--- src/rtl/luma_pkg.sv ---
// Shared definitions for the luma output stage.
//   PIX_W / TAG_W  : luma pixel width and tag width
//   tag_t          : {sof, eol, eof} frame-position tag layout
//   pix_t          : buffered word = {y, tag}
//   buf_state_t    : skid buffer occupancy states
//   FRAC_BITS_DEF  : default Q-format fractional bits of the DSP result
package luma_pkg;

  localparam int unsigned PIX_W         = 8;
  localparam int unsigned TAG_W         = 3;
  localparam int unsigned FRAC_BITS_DEF = 16;

  typedef struct packed {
    logic sof;
    logic eol;
    logic eof;
  } tag_t;

  typedef struct packed {
    logic [PIX_W-1:0] y;
    tag_t             tag;
  } pix_t;

  typedef enum logic [1:0] {
    BUF_EMPTY,
    BUF_ONE,
    BUF_FULL
  } buf_state_t;

endpackage

--- src/rtl/luma_if.sv ---
// Ready/valid luma stream: one pixel plus its frame-position tags.
//   valid, y, sof, eol, eof : driven by the producer (master)
//   ready                   : driven by the consumer (slave)
interface luma_if
  import luma_pkg::*;
();
  logic             valid;
  logic             ready;
  logic [PIX_W-1:0] y;
  logic             sof;
  logic             eol;
  logic             eof;

  modport master (output valid, y, sof, eol, eof, input ready);
  modport slave  (input valid, y, sof, eol, eof, output ready);
endinterface

--- src/rtl/luma_skid_buf.sv ---
// Two-entry FIFO skid buffer for tagged luma pixels.
//   clk, rst_n : clock, asynchronous active-low reset
//   wr_en      : offer wr_data this cycle
//   wr_data    : pixel + tags (PIX_W+TAG_W bits)
//   full       : both entries occupied
//   rd         : ready/valid output stream (master)
// A write is accepted when not full, or when full and an entry is popped in
// the same cycle; otherwise it is ignored (the caller flags the drop).
module luma_skid_buf
  import luma_pkg::*;
(
  input  logic   clk,
  input  logic   rst_n,
  input  logic   wr_en,
  input  pix_t   wr_data,
  output logic   full,
  luma_if.master rd
);

  buf_state_t state, state_nx;
  pix_t       head, tail;
  logic       pop, wr;

  assign pop  = rd.valid & rd.ready;
  assign wr   = wr_en & ((state != BUF_FULL) | pop);
  assign full = (state == BUF_FULL);

  assign rd.valid = (state != BUF_EMPTY);
  assign rd.y     = head.y;
  assign rd.sof   = head.tag.sof;
  assign rd.eol   = head.tag.eol;
  assign rd.eof   = head.tag.eof;

  always_ff @(posedge clk or negedge rst_n) begin
    if (!rst_n) state <= BUF_EMPTY;
    else        state <= state_nx;
  end

  always_comb begin
    state_nx = state;
    unique case (state)
      BUF_EMPTY: if (wr) state_nx = BUF_ONE;
      BUF_ONE: begin
        if (wr && !pop)      state_nx = BUF_FULL;
        else if (!wr && pop) state_nx = BUF_EMPTY;
      end
      BUF_FULL:  if (pop && !wr) state_nx = BUF_ONE;
      default:   state_nx = BUF_EMPTY;
    endcase
  end

  // head is always the oldest entry, so the output never moves while stalled.
  always_ff @(posedge clk or negedge rst_n) begin
    if (!rst_n) begin
      head <= '0;
      tail <= '0;
    end else begin
      unique case (state)
        BUF_EMPTY: if (wr) head <= wr_data;
        BUF_ONE: begin
          if (wr && pop) head <= wr_data;
          else if (wr)   tail <= wr_data;
        end
        BUF_FULL: begin
          if (pop) begin
            head <= tail;
            if (wr) tail <= wr_data;
          end
        end
        default: ;
      endcase
    end
  end

endmodule

--- src/rtl/luma_out_stage.sv ---
// Output stage after the Y-calculation DSP chain (Y = Kr*(R-G) + Kb*(B-G) + G).
// Tracks pixel valid through the DSP latency, rounds/saturates the Q-format
// result to 8 bits, tags frame position and buffers into a 2-entry skid FIFO.
//   clk, rst_n           : clock, asynchronous active-low reset
//   in_valid             : pixel applied to DSP inputs this cycle
//   p_in                 : signed DSP result, valid DSP_LAT cycles after in_valid
//   out_valid/out_ready  : output handshake
//   out_y                : rounded, saturated luma
//   out_sof/eol/eof      : frame-position tags
//   ovf, ovf_clr         : sticky drop flag and its synchronous clear
//   sat_hi_cnt/lo_cnt    : per-frame clip counters
// Optional feature macro LUMA_SAT_CNT_EN builds the clip counters; when it is
// undefined both counter ports are tied to zero.
module luma_out_stage
  import luma_pkg::*;
#(
  parameter int unsigned DSP_LAT   = 5,
  parameter int unsigned FRAC_BITS = FRAC_BITS_DEF,
  parameter int unsigned IMG_W     = 640,
  parameter int unsigned IMG_H     = 480
) (
  input  logic               clk,
  input  logic               rst_n,
  input  logic               in_valid,
  input  logic signed [31:0] p_in,
  output logic               out_valid,
  input  logic               out_ready,
  output logic [PIX_W-1:0]   out_y,
  output logic               out_sof,
  output logic               out_eol,
  output logic               out_eof,
  output logic               ovf,
  input  logic               ovf_clr,
  output logic [15:0]        sat_hi_cnt,
  output logic [15:0]        sat_lo_cnt
);

  localparam int unsigned COL_W = (IMG_W > 1) ? $clog2(IMG_W) : 1;
  localparam int unsigned ROW_W = (IMG_H > 1) ? $clog2(IMG_H) : 1;
  localparam logic signed [32:0] HALF = 33'sd1 <<< (FRAC_BITS - 1);

  logic [DSP_LAT-1:0] vpipe;
  logic               capture;

  always_ff @(posedge clk or negedge rst_n) begin
    if (!rst_n) begin
      vpipe <= '0;
    end else begin
      vpipe[0] <= in_valid;
      for (int unsigned i = 1; i < DSP_LAT; i++) vpipe[i] <= vpipe[i-1];
    end
  end

  assign capture = vpipe[DSP_LAT-1];

  // 33-bit sum so +HALF can never wrap a large positive p_in.
  logic signed [32:0] rsum, ywide;
  logic               sat_hi, sat_lo;
  logic [PIX_W-1:0]   ysat;

  always_comb begin
    rsum   = $signed({p_in[31], p_in}) + HALF;
    ywide  = rsum >>> FRAC_BITS;
    sat_lo = ywide[32];
    sat_hi = !ywide[32] && (ywide > 33'sd255);
    if (sat_lo)      ysat = '0;
    else if (sat_hi) ysat = '1;
    else             ysat = ywide[PIX_W-1:0];
  end

  logic [COL_W-1:0] col;
  logic [ROW_W-1:0] row;
  tag_t             tag;
  logic             col_last, row_last;

  assign col_last = (col == COL_W'(IMG_W - 1));
  assign row_last = (row == ROW_W'(IMG_H - 1));
  assign tag.sof  = (col == '0) && (row == '0);
  assign tag.eol  = col_last;
  assign tag.eof  = col_last && row_last;

  // Counters advance on every capture, dropped or not, to stay source-aligned.
  always_ff @(posedge clk or negedge rst_n) begin
    if (!rst_n) begin
      col <= '0;
      row <= '0;
    end else if (capture) begin
      if (col_last) begin
        col <= '0;
        row <= row_last ? '0 : row + ROW_W'(1);
      end else begin
        col <= col + COL_W'(1);
      end
    end
  end

  luma_if buf_if ();
  logic   buf_full;
  pix_t   wr_pix;

  assign wr_pix.y   = ysat;
  assign wr_pix.tag = tag;

  luma_skid_buf u_buf (
    .clk     (clk),
    .rst_n   (rst_n),
    .wr_en   (capture),
    .wr_data (wr_pix),
    .full    (buf_full),
    .rd      (buf_if)
  );

  assign buf_if.ready = out_ready;
  assign out_valid    = buf_if.valid;
  assign out_y        = buf_if.y;
  assign out_sof      = buf_if.sof;
  assign out_eol      = buf_if.eol;
  assign out_eof      = buf_if.eof;

  // While full, out_valid is high, so a pop happens exactly when out_ready is.
  logic drop;
  assign drop = capture & buf_full & ~out_ready;

  always_ff @(posedge clk or negedge rst_n) begin
    if (!rst_n)       ovf <= 1'b0;
    else if (drop)    ovf <= 1'b1;
    else if (ovf_clr) ovf <= 1'b0;
  end

`ifdef LUMA_SAT_CNT_EN
  always_ff @(posedge clk or negedge rst_n) begin
    if (!rst_n) begin
      sat_hi_cnt <= '0;
      sat_lo_cnt <= '0;
    end else if (capture) begin
      if (tag.sof) begin
        sat_hi_cnt <= {15'd0, sat_hi};
        sat_lo_cnt <= {15'd0, sat_lo};
      end else begin
        if (sat_hi && (sat_hi_cnt != '1)) sat_hi_cnt <= sat_hi_cnt + 16'd1;
        if (sat_lo && (sat_lo_cnt != '1)) sat_lo_cnt <= sat_lo_cnt + 16'd1;
      end
    end
  end
`else
  assign sat_hi_cnt = '0;
  assign sat_lo_cnt = '0;
`endif

endmodule

--- config.mk ---
export PLATFORM = sky130hd
export DESIGN_NAME = luma_out_stage
export DESIGN_NICKNAME = d
export VERILOG_FILES = /design/src/rtl/luma_pkg.sv /design/src/rtl/luma_if.sv /design/src/rtl/luma_skid_buf.sv /design/src/rtl/luma_out_stage.sv
export SDC_FILE = /design/constraint.sdc
export NUM_CORES = 1
export LEC_CHECK = 0
export ABC_AREA = 1
export CAP_MARGIN = 20
export CORE_MARGIN = 2
export CORE_UTILIZATION = 45
export DETAILED_ROUTE_END_ITERATION = 7
export PLACE_DENSITY_LB_ADDON = 0.1
export SLEW_MARGIN = 40
export SYNTH_ARGS = -nofsm -noshare
export SYNTH_HDL_FRONTEND = slang
export SYNTH_SLANG_ARGS = --single-unit
export TNS_END_PERCENT = 10
--- constraint.sdc ---
create_clock -name clk -period 2.3 [get_ports clk]
set_clock_uncertainty 0.1 [all_clocks]
set_input_delay 0.46 -clock clk [delete_from_list [all_inputs] [get_ports clk]]
set_output_delay 0.46 -clock clk [all_outputs]
set_load 0.005 [all_outputs]
# Word level (Yosys, flattened, before mapping)
# Index checks and enable logic that the tools add are counted.
# classes
addsub	3
n_lt_le_gt_ge	1
eq_ne	11
n_mux	19
n_bitwise	6
n_reduce_logical	20
# ops
op	count
$mux W11	6
$add A32 B17 Y33 const B	1
$pmux W11 S3	1
$pmux W11 S2	1
$gt A17 B9 Y1 const B	1
$mux W8	2
$add A10 B1 Y10 const B	1
$eq A10 B10 Y1 const B	1
$logic_not A10 Y1	1
$mux W10	1
$add A9 B1 Y9 const B	1
$eq A9 B9 Y1 const B	1
$logic_not A9 Y1	1
$mux W9	1
$mux W2	4
$ne A2 B1 Y1 const B	4
$logic_and A1 B1 Y1	6
$pmux W2 S3	1
$reduce_and A3 Y1	2
$reduce_bool A2 Y1	3
$and A1 B1 Y1	4
$ne A2 B2 Y1 const B	2
$reduce_and A4 Y1	1
$logic_not A1 Y1	3
other kinds (9)	10
# word_totals
register_bits	49
in_bits	37

# Longest topological paths before layout
# Gate-level depths: netlist of run 1.
# depth
word_depth	9
ltp_mapped	14
ltp_nobuf	13

# Modules after synthesis
# From an unflattened synthesis of run 1, not the netlist that was laid out.
# unflattened
cells_unflattened	456
hier_area_um2	3383.2
# by_module_without_submodules
module	instances	cells_each	area_per_inst_um2
luma_out_stage	1	299	2090.8
luma_skid_buf	1	157	1292.5

# Worst setup path after synthesis of run 1
# OpenSTA, ideal clock, no wires.
# synth_path
kind	input port to flip-flop
from	input port p_in[15]
to	register u_buf.head (netlist bit u_buf.rd.y[5])
setup_time_ns	0.116
arrival_ns	1.632
required_time_ns	2.084
slack_ns	0.452
cell_stages	13
n_path_buf	1
cell_sequence	ha_1 > nand3_1 > inv_2 > nand2_4 > o21ai_1 > nand2_1 > nor2_2 > nand3_2 > nand2_4 > buf_12 > nand3_2 > nand2_1 > nand2_1
# synth_between
elab_chain_cells	7
elab_cells_between_ends	9
cone_classes	add/sub (1); order compare (1); mux (5); reduce/logical (2)
# synth_rtl
element	line	rtl
from (decl)	luma_out_stage.sv:25	input logic signed [31:0] p_in,
$add A32 B17 Y33 (*)	luma_out_stage.sv:62	rsum = $signed({p_in[31], p_in}) + HALF;
$gt A17 B9 Y1 or $logic_not A1 Y1 (tied branches)	luma_out_stage.sv:65	sat_hi = !ywide[32] && (ywide > 33'sd255);
$logic_and A1 B1 Y1	luma_out_stage.sv:65	
$mux W8	luma_out_stage.sv:67	else if (sat_hi) ysat = '1;
$mux W8 (*)	luma_out_stage.sv:66	if (sat_lo) ysat = '0;
$mux W11 (on tied branches)	luma_skid_buf.sv:61, luma_skid_buf.sv:59	
$pmux W11 S3 (*)	luma_skid_buf.sv:58	unique case (state)
to (signal assigned)	luma_skid_buf.sv:59	BUF_EMPTY: if (wr) head <= wr_data;
to (signal assigned)	luma_skid_buf.sv:61	if (wr && pop) head <= wr_data;
to (signal assigned)	luma_skid_buf.sv:66	head <= tail;
to (decl)	luma_skid_buf.sv:21	pix_t head, tail;
# Mark *: on every way between the ends. The rest lies on a longest branch, timed or not. The select of a mux whose other input is x is not followed.
# A chain may end at the register's enable or synchronous reset.

# Worst setup path in the final report of run 1
# layout_path
from	input port p_in[16]
to	register u_buf.tail[3] in the netlist's numbering
# layout_between
elab_chain_cells	8
elab_cells_between_ends	10
cone_classes	add/sub (1); order compare (1); mux (6); reduce/logical (2)
# layout_rtl
element	line	rtl
$add A32 B17 Y33 (*)	luma_out_stage.sv:62	
$gt A17 B9 Y1 or $logic_not A1 Y1 (tied branches)	luma_out_stage.sv:65	
$logic_and A1 B1 Y1	luma_out_stage.sv:65	
$mux W8	luma_out_stage.sv:67	
$mux W8 (*)	luma_out_stage.sv:66	
$mux W11 (*)	luma_skid_buf.sv:62, luma_skid_buf.sv:67	
$mux W11 (on tied branches)	luma_skid_buf.sv:65, luma_skid_buf.sv:61	
$pmux W11 S2 (*)	luma_skid_buf.sv:58	
to (signal assigned)	luma_skid_buf.sv:62	else if (wr) tail <= wr_data;
to (signal assigned)	luma_skid_buf.sv:67	if (wr) tail <= wr_data;
to (decl)	luma_skid_buf.sv:21	
# Marked as above.

==> impl_metrics.env, run 1 <==
export IMPL_outcome="complete, no violations"
export IMPL_drt_iter0_drc=140
export IMPL_wl_um=6420
export IMPL_synth_seq_cells=49
export IMPL_portBuffers=34
export IMPL_hold_path_class="in2async"
export IMPL_cts_buffers=5
export IMPL_critical_path_class="in2reg"
export IMPL_final_setup_worst_slack_ns=0.133
export IMPL_cp_cell_sequence="clkdlybuf4s50_1 -> ha_2 -> nand3_4 -> inv_6 -> nand2_4 -> o21ai_1 -> nand2_1 -> nor2_2 -> nand3_4 -> nand2_4 -> buf_4 -> a31oi_2"
export IMPL_cts_hold_buf=0
export IMPL_drc=0
export IMPL_ant_nets=0
export IMPL_syn_to_final_growth_pct=20.7
export IMPL_num_io_pins=82
export IMPL_final_common_cell="nand2_1"
export IMPL_ys_warn_count=0
export IMPL_slew_violations=0
export IMPL_grt_util_all_layers_pct=17.0
export IMPL_final_nets=529
export IMPL_endpoint_kind="register"
export IMPL_grt_pass1_vias=2547
export IMPL_cts_buffer_depth=2
export IMPL_slowest_stage="clkdlybuf4s50_1"
export IMPL_grt_setup_unrepaired="false"
export IMPL_path_max_fanout=7
export IMPL_viasPerCell=4.63
export IMPL_core_area_um2=6870
export IMPL_row_count=30
export IMPL_place_area_um2=3750
export IMPL_reg2reg_depth=12
export IMPL_drtPass1Iterations=4
export IMPL_fillCellCount=674
export IMPL_synth_edf_count=0
export IMPL_gp_congestion=0.861
export IMPL_synth_area_um2=3230
export IMPL_cts_max_level=2
export IMPL_cts_tree="done"
export IMPL_clock_sinks=49
export IMPL_dp_hpwl_um=4970
export IMPL_cap_violations=0
export IMPL_period_minus_slack_ns=2.17
export IMPL_netlist_instances=417
export IMPL_avgRoutedWirePerCell_um=11.1
export IMPL_setup_viol=0
export IMPL_die_h_um=88.7
export IMPL_synth_flop_cell="dfrtp_1"
export IMPL_root_buffer="clkbuf_8"
export IMPL_cp_start_kind="input pin"
export IMPL_critPathMaxStageDelay_ns=0.49
export IMPL_r2r_end="u_buf.rd.y[2]"
export IMPL_power_density_nw_per_um2=798
export IMPL_yosysUniqueCellTypes=44
export IMPL_leakage_nw=1.92
export IMPL_grt_start_max_net_pins=32
export IMPL_grt_antenna_before_repair=0
export IMPL_dp_slack_ns=-0.223
export IMPL_fin_crit_sh_pct=94.2
export IMPL_grt_remaining_overflow=0
export IMPL_required_ns=2.37
export IMPL_cts_clk_slew_worst_paths_ns=0.08
export IMPL_fin_area_um2=3900
export IMPL_clk_latency_ns=0.29
export IMPL_synthArstFlopShare_pct=100
export IMPL_arrival_ns=2.24
export IMPL_die_x_um=88.7
export IMPL_start_util_pct=47.0
export IMPL_fmax_mhz=462
export IMPL_final_cell_mix="85 x nand2_1, 56 x nor2_1, 49 x dfrtp_1"
export IMPL_r2r_start="u_buf.state[0]"
export IMPL_num_antenna_cells=0
export IMPL_vias=2682
export IMPL_postLayoutCoreUtil_pct=56.8
export IMPL_grt_pass1_wl_um=10800
export IMPL_peakVddDrop_mv=0.493
export IMPL_r2r_setup_slack_ns=0.37
export IMPL_syn_avg_cell_area_um2=7.75
export IMPL_dieArea_um2=7870
export IMPL_hold_violations=0
export IMPL_ys_seq_area_share_pct=38.0
export IMPL_drive_gt1_share_pct=15.9
-- state kept, by name, indices dropped and copies added, names as in the netlist --
| signal | count |
|---|---|
| u_buf.rd.y | 8 |
| row | 9 |
| col | 10 |
| u_buf.tail | 11 |
| u_buf.rd.eol | 1 |
| ovf | 1 |
| vpipe | 5 |
| u_buf.state | 2 |
| u_buf.rd.eof | 1 |
| u_buf.rd.sof | 1 |
-- worst max-delay path: cells and delay by family --
| family | cells | cell delay, ns |
|---|---|---|
| AOI/OAI and AO/OA | 2 | 0.18 |
| and+or+nand+nor | 6 | 0.67 |
| adders and majority gates | 1 | 0.21 |
| buffers and inverters | 3 | 0.71 |
-- worst max path at each step --
stage	startpoint	end	slack (ns)	cells past startpoint
2_1_floorplan	p_in[15]	u_buf.rd.y[5]	0.45	13
3_3_place_gp	p_in[15]	u_buf.rd.y[2]	-0.19	13
3_5_place_dp	p_in[16]	u_buf.rd.y[2]	-0.22	13
4_1_cts	p_in[16]	u_buf.rd.y[2]	0.10	13
5_1_grt	p_in[16]	u_buf.rd.y[4]	0.00003	15
6_report	p_in[16]	u_buf.tail[3]	0.13	12
-- cell families after synthesis --
group	count (synthesis)	synth area share [%]
xor gates and xnor gates	9	2.44
buffers and inverters	90	15.7
other	1	0.116
AOI/OAI and AO/OA	39	7.28
DFF	49	38.0
and+or+nand+nor	220	33.0
adders and majority gates	9	3.49
-- per-stage QoR --
step / setup TNS (ns) / total power, mW / hold WS [ns] / cells
final: 0 / 3.11 / 0.00158 / 579
after global routing: 0 / 3.38 / 0.0236 / 579
after CTS: 0 / 3.15 / 0.00821 / 577
after detailed placement: -2.64 / 2.62 / 0.237 / 570
after global placement: -2.00 / 2.58 / 0.236 / 570
after floorplan: 0 / 2.12 / 0.0644 / 448
-- cell usage after synthesis, types with 2 or more instances --
library cell  count  share of area [%]
a31oi_2           2               0.77
nand4_1          11                2.1
nand2_1          85                9.9
dfrtp_1          49                 38
ha_1              9                3.5
or2_2             3               0.58
nand2_4           3                1.0
inv_1            45                5.2
nor2_1           57                6.6
nand2_2           3               0.58
nor3_2            2               0.62
o21ai_0          15                2.3
and3_1            2               0.39
or2_1             3               0.58
nor3_1            7                1.1
xor2_1            6                1.6
nand3_1          26                4.0
nor2_4            5                1.7
a21oi_1          10                1.5
a31oi_1           6                1.2
o211ai_1          2               0.46
xnor2_1           3               0.81
inv_2             3               0.35
nor2_2            3               0.58
nand3_2           4                1.2
buf_4            34                7.9
buf_2             2               0.31
-- timing repair --
item | CTS | global route
setup buffers | 0 | 1
endpoints found under the setup margin | 0 | 3
hold endpoints to repair | 0 | 0
resized for setup | 0 | 9
-- per-layer routing --
layer / GRT usage (%) / wire length, µm / part of all wire [%]
met5: 0 / 0 / 0
met4: 5.10 / 107 / 1.7
met3: 2.61 / 203 / 3.2
met2: 31.1 / 3120 / 49
met1: 20.5 / 2990 / 47
-- power breakdown --
part	internal (mW)	total, mW	switching, mW	leakage (nW)
sequential	1.10	1.27	0.162	0.611
clock	0.239	0.501	0.263	0.0443
combinational	0.627	1.35	0.719	1.27
-- cell type report --
class                      count  area [µm²]  area share (%)
clock buffer                   7        86.3            2.21
inverter                      50         198            5.07
multi-input combinational    310        1660            42.5
sequential                    49        1230            31.4
tap                           96         120            3.08
timing repair buffer          67         611            15.7
No activity file was read; power rests on OpenSTA's default activity.
==> inputs of run 2 (changes only) <==
TNS_END_PERCENT = 30   (was 10)
==> results of run 2 <==
The final DEF is identical to that of run 1; final timing and power are the same.
==> inputs of run 3 (changes only) <==
CORE_UTILIZATION = 35   (was 45)
==> run 3 against run 2 <==
Worst setup slack better by 0.0025 ns. Sequential cell count unchanged. Clock power up 9.8%. Non-clock buffer count did not move. Total power is 0.52% higher. Wire length grew 3.1%. Utilization is 14 points lower. Sequential share of layout area shrank 0.10 points. Die area up 27%. Critical path type is now reg2out. Critical endpoint is now out_valid.
==> impl_metrics.env, run 3 (synthesis results as in run 1) <==
export IMPL_r2r_start="u_buf.state[0]"
export IMPL_final_nets=529
export IMPL_final_cells=595
export IMPL_cap_violations=0
export IMPL_r2r_setup_slack_ns=0.35
export IMPL_setup_viol=0
export IMPL_syn_to_final_growth_pct=21.1
export IMPL_root_buffer="clkbuf_8"
export IMPL_hold_violations=0
export IMPL_timing_hold_ws_ns=0.0339
export IMPL_period_minus_slack_ns=2.16
export IMPL_grt_util_all_layers_pct=14.0
export IMPL_critical_path_class="reg2out"
export IMPL_num_io_pins=82
export IMPL_leakage_nw=1.93
export IMPL_fin_area_um2=3910
export IMPL_vias=2677
export IMPL_grt_remaining_overflow=0
export IMPL_largest_register="u_buf.tail"
export IMPL_grt_antenna_before_repair=0
export IMPL_worstMarginPinSlew_ns=0.578
export IMPL_place_area_um2=3760
export IMPL_ant_nets=0
export IMPL_drive_gt1_share_pct=16.5
export IMPL_cts_tree="done"
export IMPL_viasPerCell=4.50
export IMPL_fmax_mhz=462
export IMPL_reg2reg_depth=12
export IMPL_dp_hpwl_um=5110
export IMPL_placed_cells=585
export IMPL_row_count=35
export IMPL_endpoint_kind="output pin"
export IMPL_grt_pass1_vias=2506
export IMPL_postLayoutCoreUtil_pct=43.0
export IMPL_grt_start_max_net_pins=27
export IMPL_cts_hold_buf=0
export IMPL_wl_um=6620
export IMPL_setup_tns_ns=0
export IMPL_use_met2_pct=24.7
export IMPL_arrival_ns=1.60
export IMPL_cp_start_kind="register"
export IMPL_dp_slack_ns=-0.219
export IMPL_die_x_um=100
export IMPL_hold_path_class="in2async"
export IMPL_final_setup_worst_slack_ns=0.136
export IMPL_clk_latency_ns=0.31
export IMPL_final_cell_mix="85 x nand2_1, 56 x nor2_1, 49 x dfrtp_1"
export IMPL_cts_buffers=5
export IMPL_fillCellCount=951
export IMPL_fin_crit_sh_pct=94.1
export IMPL_num_antenna_cells=0
export IMPL_required_ns=1.74
export IMPL_met1_usage_pct=17.6
export IMPL_drc=0
export IMPL_grtUsageMet3_pct=2.51
export IMPL_power_mw=3.13
export IMPL_crit_path_start="u_buf.state[0]"
export IMPL_crit_end="out_valid"
export IMPL_portBuffers=34
export IMPL_peakVddDrop_mv=0.294
export IMPL_grt_setup_unrepaired="false"
export IMPL_dieArea_um2=10000
export IMPL_cts_buffer_depth=2
export IMPL_path_max_fanout=4
export IMPL_outcome="complete, no violations"
export IMPL_cts_clk_slew_worst_paths_ns=0.11
export IMPL_die_h_um=100
export IMPL_largest_reg_flops=11
export IMPL_clock_sinks=49
export IMPL_max_slew_margin_pct=61.5
export IMPL_start_util_pct=35.5
export IMPL_grt_pass1_wl_um=11300
export IMPL_slew_violations=0
export IMPL_cts_max_level=2
export IMPL_busiest_layer="met2"
export IMPL_drt_iter0_drc=119
export IMPL_power_density_nw_per_um2=800
export IMPL_core_area_um2=9110
export IMPL_reg_top3="u_buf.tail x11, col x10, row x9"
export IMPL_gp_congestion=0.824
export IMPL_r2r_end="u_buf.rd.y[2]"
export IMPL_avgRoutedWirePerCell_um=11.1
export IMPL_drtPass1Iterations=4
export IMPL_final_common_cell="nand2_1"
## run 3: cell count changes in the layout (fill, tap and decap cells not counted), sizes merged
| cell | delta |
|---|---|
| inv | +3 |
| clkbuf | -2 |
| clkdlybuf4s50 | -1 |
| dlymetal6s2s | +1 |
## run 3: cell type report
cell class                 instances  area (µm²)  area share, %
multi-input combinational        310        1660           42.3
sequential                        49        1230           31.3
timing repair buffer              67         601           15.4
inverter                          50         195           4.99
tap                              111         139           3.55
clock buffer                       5        68.8           1.76
clock inverter                     3        26.3          0.672
## run 3: where the power goes
group | internal [mW] | switching (mW) | leakage [nW]
logic | 0.606 | 0.711 | 1.27
clock network | 0.227 | 0.323 | 0.0495
registers | 1.10 | 0.160 | 0.611
## run 3: how the worst min path moves through the flow
stage	cells past startpoint	slack (ns)	endpoint	start
2_1_floorplan	0	0.06	col[0]	rst_n
3_3_place_gp	0	0.23	vpipe[4]	vpipe[3]
3_5_place_dp	0	0.24	vpipe[4]	vpipe[3]
4_1_cts	1	0.05	u_buf.rd.eof	rst_n
5_1_grt	1	0.06	u_buf.rd.eof	rst_n
6_report	1	0.03	u_buf.rd.eof	rst_n
## run 3: repair_timing
| action | in CTS | in global routing |
|---|---|---|
| resized for setup | 0 | 9 |
| buffers inserted | 0 | 1 |
| endpoints found under the setup margin | 0 | 4 |
## run 3: metal layers
metal	wire, µm	up-vias
li1	-	1399
met3	232	5
met4	76	0
met5	0	-
met1	3010	1219
met2	3300	54
## run 3: worst max-delay path: stages (launching register included)
cell,delay [ns]
dfrtp_1,0.40
inv_1,0.09
ha_1,0.25
inv_1,0.07
clkdlybuf4s50_1,0.49
